==> src/rtl/pc_pkg.sv <==
// Shared types for the program counter with return-address stack.
// Op encodings come from the control unit; states report the last PC action.
package pc_pkg;

  typedef enum logic [2:0] {
    OP_BRZ  = 3'd0,
    OP_BRNZ = 3'd1,
    OP_JUMP = 3'd2,
    OP_CALL = 3'd3,
    OP_RET  = 3'd4
  } pc_op_t;

  typedef enum logic [2:0] {
    S_RESET  = 3'd0,
    S_INCR   = 3'd1,
    S_BRANCH = 3'd2,
    S_JUMP   = 3'd3,
    S_CALL   = 3'd4,
    S_RET    = 3'd5,
    S_STALL  = 3'd6
  } pc_state_t;

endpackage

==> src/rtl/ras_stack.sv <==
// Return-address stack: register array plus fill count.
// Only the count is reset; entry contents are don't-care until pushed.
module ras_stack #(
  parameter int WIDTH = 16,
  parameter int DEPTH = 4
) (
  input  logic                       clk,
  input  logic                       rst_n,
  input  logic                       push,
  input  logic                       pop,
  input  logic [WIDTH-1:0]           din,
  output logic [WIDTH-1:0]           top,
  output logic [$clog2(DEPTH+1)-1:0] count,
  output logic                       full,
  output logic                       empty
);

  localparam int CW = $clog2(DEPTH + 1);
  localparam int IW = (DEPTH > 1) ? $clog2(DEPTH) : 1;

  logic [WIDTH-1:0] mem_q [DEPTH];
  logic [WIDTH-1:0] mem_d [DEPTH];
  logic [CW-1:0]    cnt_q;
  logic [CW-1:0]    cnt_d;
  logic [IW-1:0]    wr_idx;
  logic [IW-1:0]    rd_idx;

  assign full   = (cnt_q == CW'(DEPTH));
  assign empty  = (cnt_q == '0);
  assign count  = cnt_q;
  assign wr_idx = IW'(cnt_q);
  assign rd_idx = IW'(cnt_q - CW'(1));
  assign top    = mem_q[rd_idx];

  // Push and pop never coincide; a push into a full stack is dropped.
  always_comb begin
    mem_d = mem_q;
    cnt_d = cnt_q;
    if (push && !full) begin
      mem_d[wr_idx] = din;
      cnt_d         = cnt_q + CW'(1);
    end else if (pop && !empty) begin
      cnt_d = cnt_q - CW'(1);
    end
  end

  always_ff @(posedge clk) begin
    mem_q <= mem_d;
  end

  always_ff @(posedge clk or negedge rst_n) begin
    if (!rst_n) cnt_q <= '0;
    else        cnt_q <= cnt_d;
  end

endmodule

==> src/rtl/pc_ras.sv <==
// Program counter with relative branch, jump, call/return via a RAS,
// pipeline stall and sticky stack overflow/underflow flags.
module pc_ras
  import pc_pkg::*;
#(
  parameter int                   BUS_WIDTH  = 16,
  parameter int                   OFS_WIDTH  = 6,
  parameter int                   RAS_DEPTH  = 4,
  parameter logic [BUS_WIDTH-1:0] RESET_ADDR = '0
) (
  input  logic                           clk,
  input  logic                           reset,
  input  logic                           PL,
  input  logic [2:0]                     op,
  input  logic                           stall,
  input  logic [OFS_WIDTH-1:0]           offset,
  input  logic                           zero,
  input  logic [BUS_WIDTH-1:0]           address_bus_A,
  input  logic                           flag_clr,
  output logic [BUS_WIDTH-1:0]           instr_addr,
  output pc_state_t                      state,
  output logic [$clog2(RAS_DEPTH+1)-1:0] ras_count,
  output logic                           ras_empty,
  output logic                           ras_full,
  output logic                           ras_ovf,
  output logic                           ras_unf
);

  logic [BUS_WIDTH-1:0] pc_q, pc_d;
  pc_state_t            st_q, st_d;
  logic                 ovf_q, ovf_d;
  logic                 unf_q, unf_d;
  logic [BUS_WIDTH-1:0] pc_inc;
  logic [BUS_WIDTH-1:0] pc_br;
  logic [BUS_WIDTH-1:0] ras_top;
  logic                 push;
  logic                 pop;

  assign pc_inc = pc_q + BUS_WIDTH'(1);
  assign pc_br  = pc_q + {{(BUS_WIDTH-OFS_WIDTH){offset[OFS_WIDTH-1]}}, offset};

  ras_stack #(
    .WIDTH (BUS_WIDTH),
    .DEPTH (RAS_DEPTH)
  ) u_ras (
    .clk   (clk),
    .rst_n (reset),
    .push  (push),
    .pop   (pop),
    .din   (pc_inc),
    .top   (ras_top),
    .count (ras_count),
    .full  (ras_full),
    .empty (ras_empty)
  );

  always_comb begin
    pc_d  = pc_inc;
    st_d  = S_INCR;
    push  = 1'b0;
    pop   = 1'b0;
    ovf_d = ovf_q & ~flag_clr;
    unf_d = unf_q & ~flag_clr;
    if (stall) begin
      pc_d = pc_q;
      st_d = S_STALL;
    end else if (PL) begin
      case (op)
        OP_BRZ: if (zero) begin
          pc_d = pc_br;
          st_d = S_BRANCH;
        end
        OP_BRNZ: if (!zero) begin
          pc_d = pc_br;
          st_d = S_BRANCH;
        end
        OP_JUMP: begin
          pc_d = address_bus_A;
          st_d = S_JUMP;
        end
        OP_CALL: begin
          pc_d = address_bus_A;
          st_d = S_CALL;
          push = 1'b1;
          if (ras_full) ovf_d = 1'b1;
        end
        OP_RET: if (ras_empty) begin
          unf_d = 1'b1;
        end else begin
          pc_d = ras_top;
          st_d = S_RET;
          pop  = 1'b1;
        end
        default: ;
      endcase
    end
  end

  always_ff @(posedge clk or negedge reset) begin
    if (!reset) begin
      pc_q  <= RESET_ADDR;
      st_q  <= S_RESET;
      ovf_q <= 1'b0;
      unf_q <= 1'b0;
    end else begin
      pc_q  <= pc_d;
      st_q  <= st_d;
      ovf_q <= ovf_d;
      unf_q <= unf_d;
    end
  end

  assign instr_addr = pc_q;
  assign state      = st_q;
  assign ras_ovf    = ovf_q;
  assign ras_unf    = unf_q;

endmodule

==> config.mk <==
export PLATFORM = sky130hd
export DESIGN_NAME = pc_ras
export DESIGN_NICKNAME = d
export VERILOG_FILES = /design/src/rtl/pc_pkg.sv /design/src/rtl/ras_stack.sv /design/src/rtl/pc_ras.sv
export SDC_FILE = /design/constraint.sdc
export NUM_CORES = 1
export LEC_CHECK = 0
export BUFFER_PORTS_ARGS = -buffer_cell sky130_fd_sc_hd__buf_2
export CAP_MARGIN = 5
export CORE_MARGIN = 5
export CORE_UTILIZATION = 45
export CTS_CLUSTER_DIAMETER = 100
export DETAILED_ROUTE_END_ITERATION = 10
export SYNTH_ARGS = -nofsm -noshare
export SYNTH_HDL_FRONTEND = slang
export SYNTH_HIERARCHICAL = 1
export SYNTH_SLANG_ARGS = --single-unit
==> constraint.sdc <==
create_clock -name clk -period 4.9 [get_ports clk]
set_input_delay 0.735 -clock clk [delete_from_list [all_inputs] [get_ports clk]]
set_output_delay 0.735 -clock clk [all_outputs]
set_load 0.005 [all_outputs]
After elaboration in Yosys (flattened, before gate mapping) --
Index checks and enable logic that the tools add are counted.
Operators by class: add/sub/neg operators 4, $lt $le $gt $ge 3, equal/unequal tests 5, mux-type cells 34, bitwise gates (word level) 5, reduce and logical (&&, ||, !) cells 9
Operator list (number):
- $mux W16 | 7
- $bwmux W64 | 1
- $pmux W16 S4 | 1
- $bmux W16 S2 | 1
- $demux W16 S2 | 1
- $add A16 B1 Y16 const B | 1
- $add A16 B16 Y16 | 1
- $mux W1 | 15
- $mux W3 | 5
- $pmux W3 S5 | 1
- $eq A3 B2 Y1 const B | 2
- $eq A3 B3 Y1 const B | 2
- $ge A3 B3 Y1 const B | 2
- $logic_not A3 Y1 | 2
- $not A2 Y3 | 2
- $mux W2 | 2
- $add A3 B1 Y3 const B | 1
- $eq A3 B1 Y1 const B | 1
- $logic_and A1 B1 Y1 | 3
- $lt A3 B1 Y1 const B | 1
- $sub A3 B1 Y3 const B | 1
- $and A1 B1 Y1 | 2
- $logic_not A1 Y1 | 2
- $reduce_bool A2 Y1 | 1
- 2 further kinds | 2
Word-level totals: bits in registers 88, input bits 31, output and inout bits 26, word-level logic and storage cells 69

Longest topological paths before layout --
depth after elaboration 8, mapped depth 13, gate-level depth less buffers 10

Cells and area by module --
The synthesis kept the hierarchy.
By module, submodules not included:
- ras_stack | times used 1, cells each 115, area each 2633.8 um2
- pc_ras | times used 1, cells each 285, area each 2301.0 um2

Worst setup path before layout --
Ideal clock, no wire load.
path kind input port to flip-flop, from input port op[1], to register u_ras/mem_q[0] in the netlist's numbering, enable pin, setup time 0.374 ns, data arrival time 2.316 ns, data required time 4.526 ns, path slack 2.210 ns, cell stages on the path 7, path through nor2b_1 -> buf_2 -> buf_1 -> and3_1 -> a21boi_1 -> clkbuf_2 -> and2_1
Between the ends: word-level cells in the longest chain between the ends 5
RTL lines:
- start, declared | RTL line pc_ras.sv:14 | input logic [2:0] op,
- $eq A3 B2 Y1 | RTL line pc_ras.sv:68 | case (op)
- $mux W1 | RTL line pc_ras.sv:68
- $mux W1 | RTL line pc_ras.sv:67 | end else if (PL) begin
- $mux W1 | RTL line pc_ras.sv:64 | if (stall) begin
- via push | RTL line pc_ras.sv:36 | logic push;
- $logic_and A1 B1 Y1 | RTL line ras_stack.sv:39 | if (push && !full) begin
- end signal, assigned | RTL line ras_stack.sv:48 | mem_q <= mem_d;
- end, declared | RTL line ras_stack.sv:21 | logic [WIDTH-1:0] mem_q [DEPTH];
The timed path passes the listed nets, and every way through them passes these cells. A chain may end at the register's enable or synchronous reset.

Final worst setup path --
from input port stall, to register u_ras/mem_q[22] in the netlist's numbering, enable pin
Between the ends: word-level cells in the longest chain between the ends 2
RTL lines:
- start, declared | RTL line pc_ras.sv:15 | input logic stall,
- $mux W1 | RTL line pc_ras.sv:64
- via push | RTL line pc_ras.sv:36
- $logic_and A1 B1 Y1 | RTL line ras_stack.sv:39
The timed path passes the listed nets, and every way through them passes these cells.

==> run_results.csv <==
group,metric,value,unit
outcome,status,"finished, final reports clean",
global_routing,antenna_found_initial,0,
sta,fmax,349.0,MHz
critical_path,end_kind,"flip-flop",
finish,antennaDiodeCount,0,
power_and_ir_drop,pwr_density_cell,500.8,mW/mm^2
synth,syn_nets,454,
sta,worst_slew_pin_slew,809.1,ps
critical_path,slowest_delay,750,ps
sta,slew_headroom,46.06,%
critical_path,crit_buf_inv,1,
critical_path,reg2reg_from,"u_ras/count[1]$_DFFE_PN0P_",
cts,h-tree-depth,3,
global_routing,grtUsageTotal,17.89,%
detailed_routing,wl_per_cell,18.74,um
floorplanning,die_height,114.7,um
cts,cts_hold_buffers,0,
sta,hold_viol_final,0,
synth,postSynth.asyncResetShare,27.27,%
synth,syn_area,0.004935,sq mm
detailed_routing,drc,0,
floorplanning,die_area,0.01316,sq mm
sta,fin_skew,8.841,ps
detailed_routing,drtAntennaViolNets,0,
placement,preCtsSetupSlack,1660,ps
floorplanning,fp.dieW,114.7,um
detailed_routing,drt_iter0_markers,315,
critical_path,crit_path_start_kind,"primary input",
cts,cts_resized,0,
global_routing,overflow,0,
global_routing,grt_max_degree,25,
synth,synth_cell_types,61,
cts,clock_latency,350,ps
floorplanning,coreArea,0.01079,sq mm
sta,worst_slack,2034,ps
sta,tns,0,ps
cts,cts_tree,"done",
cts,clk_pin_slew_worst_paths,90,ps
synth,synth_cells,400,
sta,slew_violations,0,
synth,syn_area_per_cell,12.34,sq um
sta,setup_viol,0,
sta,rsz0062_at_grt,"no",
placement,io_buffers,56,
critical_path,r2r_cells,8,
cts,cts.sinks,88,
critical_path,worstPathArrival,2850,ps
finish,syn_to_final_growth,12.58,%
critical_path,timing.rr.end,"instr_addr[6]$_DFFE_PN0N_",
detailed_routing,dr.pass1.iters,7,
cts,cts-root-buf,"clkbuf_8",
critical_path,critPathTopFamily,"simple AND/OR/NAND/NOR gates",
synth,synthTopCellsByArea,"edfxtp_1 (39%), dfrtp_1 (12%), ha_1 (5.6%)",
synth,yosys_warnings,6,
synth,synth-seq-cells,88,
power_and_ir_drop,p_leak,2.122,nW
power_and_ir_drop,peakVddDrop,0.1706,mV
detailed_routing,avgViaCountPerCell,5.706,
cts,cts_buffers,9,
worst_hold_path,hold_class,"in -> async",
floorplanning,rows,38,
synth,synth_top_area_cell,"edfxtp_1",
finish,drive_gt1_share,20.26,%
synth,synth_top_area_share,38.95,%
finish,nets,508,
cts,clockBufferDepth,2,
critical_path,critPathRequiredTime,4880,ps
floorplanning,start_util,45.72,%
critical_path,r2r_slack,2260,ps
synth,yosysMostFrequentCell,"edfxtp_1",
critical_path,cp_slowest_cell,"and2_1",
placement,dp_hpwl,8.353,mm
critical_path,cp_cell_sequence,"buf_2, nor2b_1, and3_1, a21boi_1, and2_1",
synth,ys_seq_area_share,51.12,%
detailed_routing,drt-total-wl,11.22,mm
global_routing,grt_first_pass_wirelength,18.12,mm
sta,layout_min_cycle_time,2866,ps
detailed_routing,vias,3418,
critical_path,critPathKind,"in -> reg",
cts,post_cts_buffers,0,
synth,synth_ff_type,"edfxtp_1",
synth,synth_edf_count,64,
global_routing,grt_pass1_vias,3383,
run,max_cap_violations,0,
placement,gp_congestion,0.8409,
finish,final.fill_count,954,
floorplanning,io_pins,57,
synth,synthTopCellsByCount,"edfxtp_1 (64), nand2_1 (28), a21oi_1 (25), dfrtp_1 (24), ha_1 (22)",
critical_path,critPathMaxFanout,23,
sta,timing.final.crit_share,58.48,%
flip-flops by register name, indices dropped and copies added, names as in the netlist:
signal	cells
u_ras/mem_q	64
instr_addr	16
state	3
u_ras/count	3
ras_ovf	1
ras_unf	1
power by group:
| part | total (mW) | switching, mW | internal (mW) | leakage [nW] |
|---|---|---|---|---|
| Clock | 0.565 | 0.268 | 0.297 | 0.114 |
| Sequential | 1.06 | 0.118 | 0.942 | 0.873 |
| Combinational | 1.16 | 0.648 | 0.510 | 1.14 |
| Total | 2.78 | 1.03 | 1.75 | 2.12 |
layout by cell type, fill, tap and decap left out, drive strengths merged, types with 5 or more instances in the layout:
master,count
mux4,16
ha,22
xnor2,21
o21ai,20
a22oi,6
a21oi,25
inv,23
nor3,6
clkbuf,10
nor2b,6
buf,60
xor2,10
dfrtp,24
and2,7
nand3,13
nand2,28
nand4,6
nor2,20
edfxtp,64
o21a,5
a222oi,8
through the flow:
| step | cells | instance area [sq um] | hold WS, ps | util [%] | total power, mW |
|---|---|---|---|---|---|
| final | 599 | 5555 | 362.2 | 51.47 | 2.782 |
| after global routing | 599 | 5555 | 393.9 | 51.47 | 2.970 |
| after CTS | 599 | 5555 | 355.1 | 51.47 | 2.793 |
| after detailed placement | 583 | 5330 | 514.7 | 49.39 | 2.222 |
| after global placement | 583 | 5330 | 511.1 | 49.39 | 2.204 |
| after floorplan | 400 | 4935 | 439.4 | - | 1.885 |
kinds of logic after synthesis:
kind of cell | synth area share (%)
AO/OA/AOI/OAI | 14.63
buffers and inverters | 3.448
XOR/XNOR | 5.502
flip-flops | 51.12
AND/OR/NAND/NOR | 11.21
multiplexers | 8.114
adder cells (fa/ha/maj) | 5.984
final cells by class:
cell class | instances | area, sq um | area share [%]
flip-flops and latches | 88 | 2522 | 45.41
inverters | 19 | 71.32 | 1.284
repair buffers | 60 | 310.3 | 5.586
multi-input cells | 276 | 2251 | 40.52
clock buffers | 10 | 127.6 | 2.297
clock inverters | 6 | 97.59 | 1.757
well taps | 140 | 175.2 | 3.153
how the worst max path moves through the flow:
| stage | startpoint | end | depth (start not counted) |
|---|---|---|---|
| 2_1_floorplan | op[1] | u_ras/mem_q[0]$_DFFE_PP_ | 7 |
| 3_3_place_gp | op[1] | u_ras/mem_q[63]$_DFFE_PP_ | 6 |
| 3_5_place_dp | op[1] | u_ras/mem_q[30]$_DFFE_PP_ | 6 |
| 4_1_cts | stall | u_ras/mem_q[63]$_DFFE_PP_ | 5 |
| 5_1_grt | stall | u_ras/mem_q[17]$_DFFE_PP_ | 5 |
| 6_report | stall | u_ras/mem_q[22]$_DFFE_PP_ | 5 |
routing by layer:
layer / vias up / GRT usage [%] / routed length [um]
met3: 4 / 2.854 / 534
li1: 1670 / - / -
met2: 73 / 28.17 / 5329
met4: 0 / 4.538 / 51
met5: - / 0 / 0
met1: 1671 / 26.07 / 5308
(Power assumes the default switching activity.)
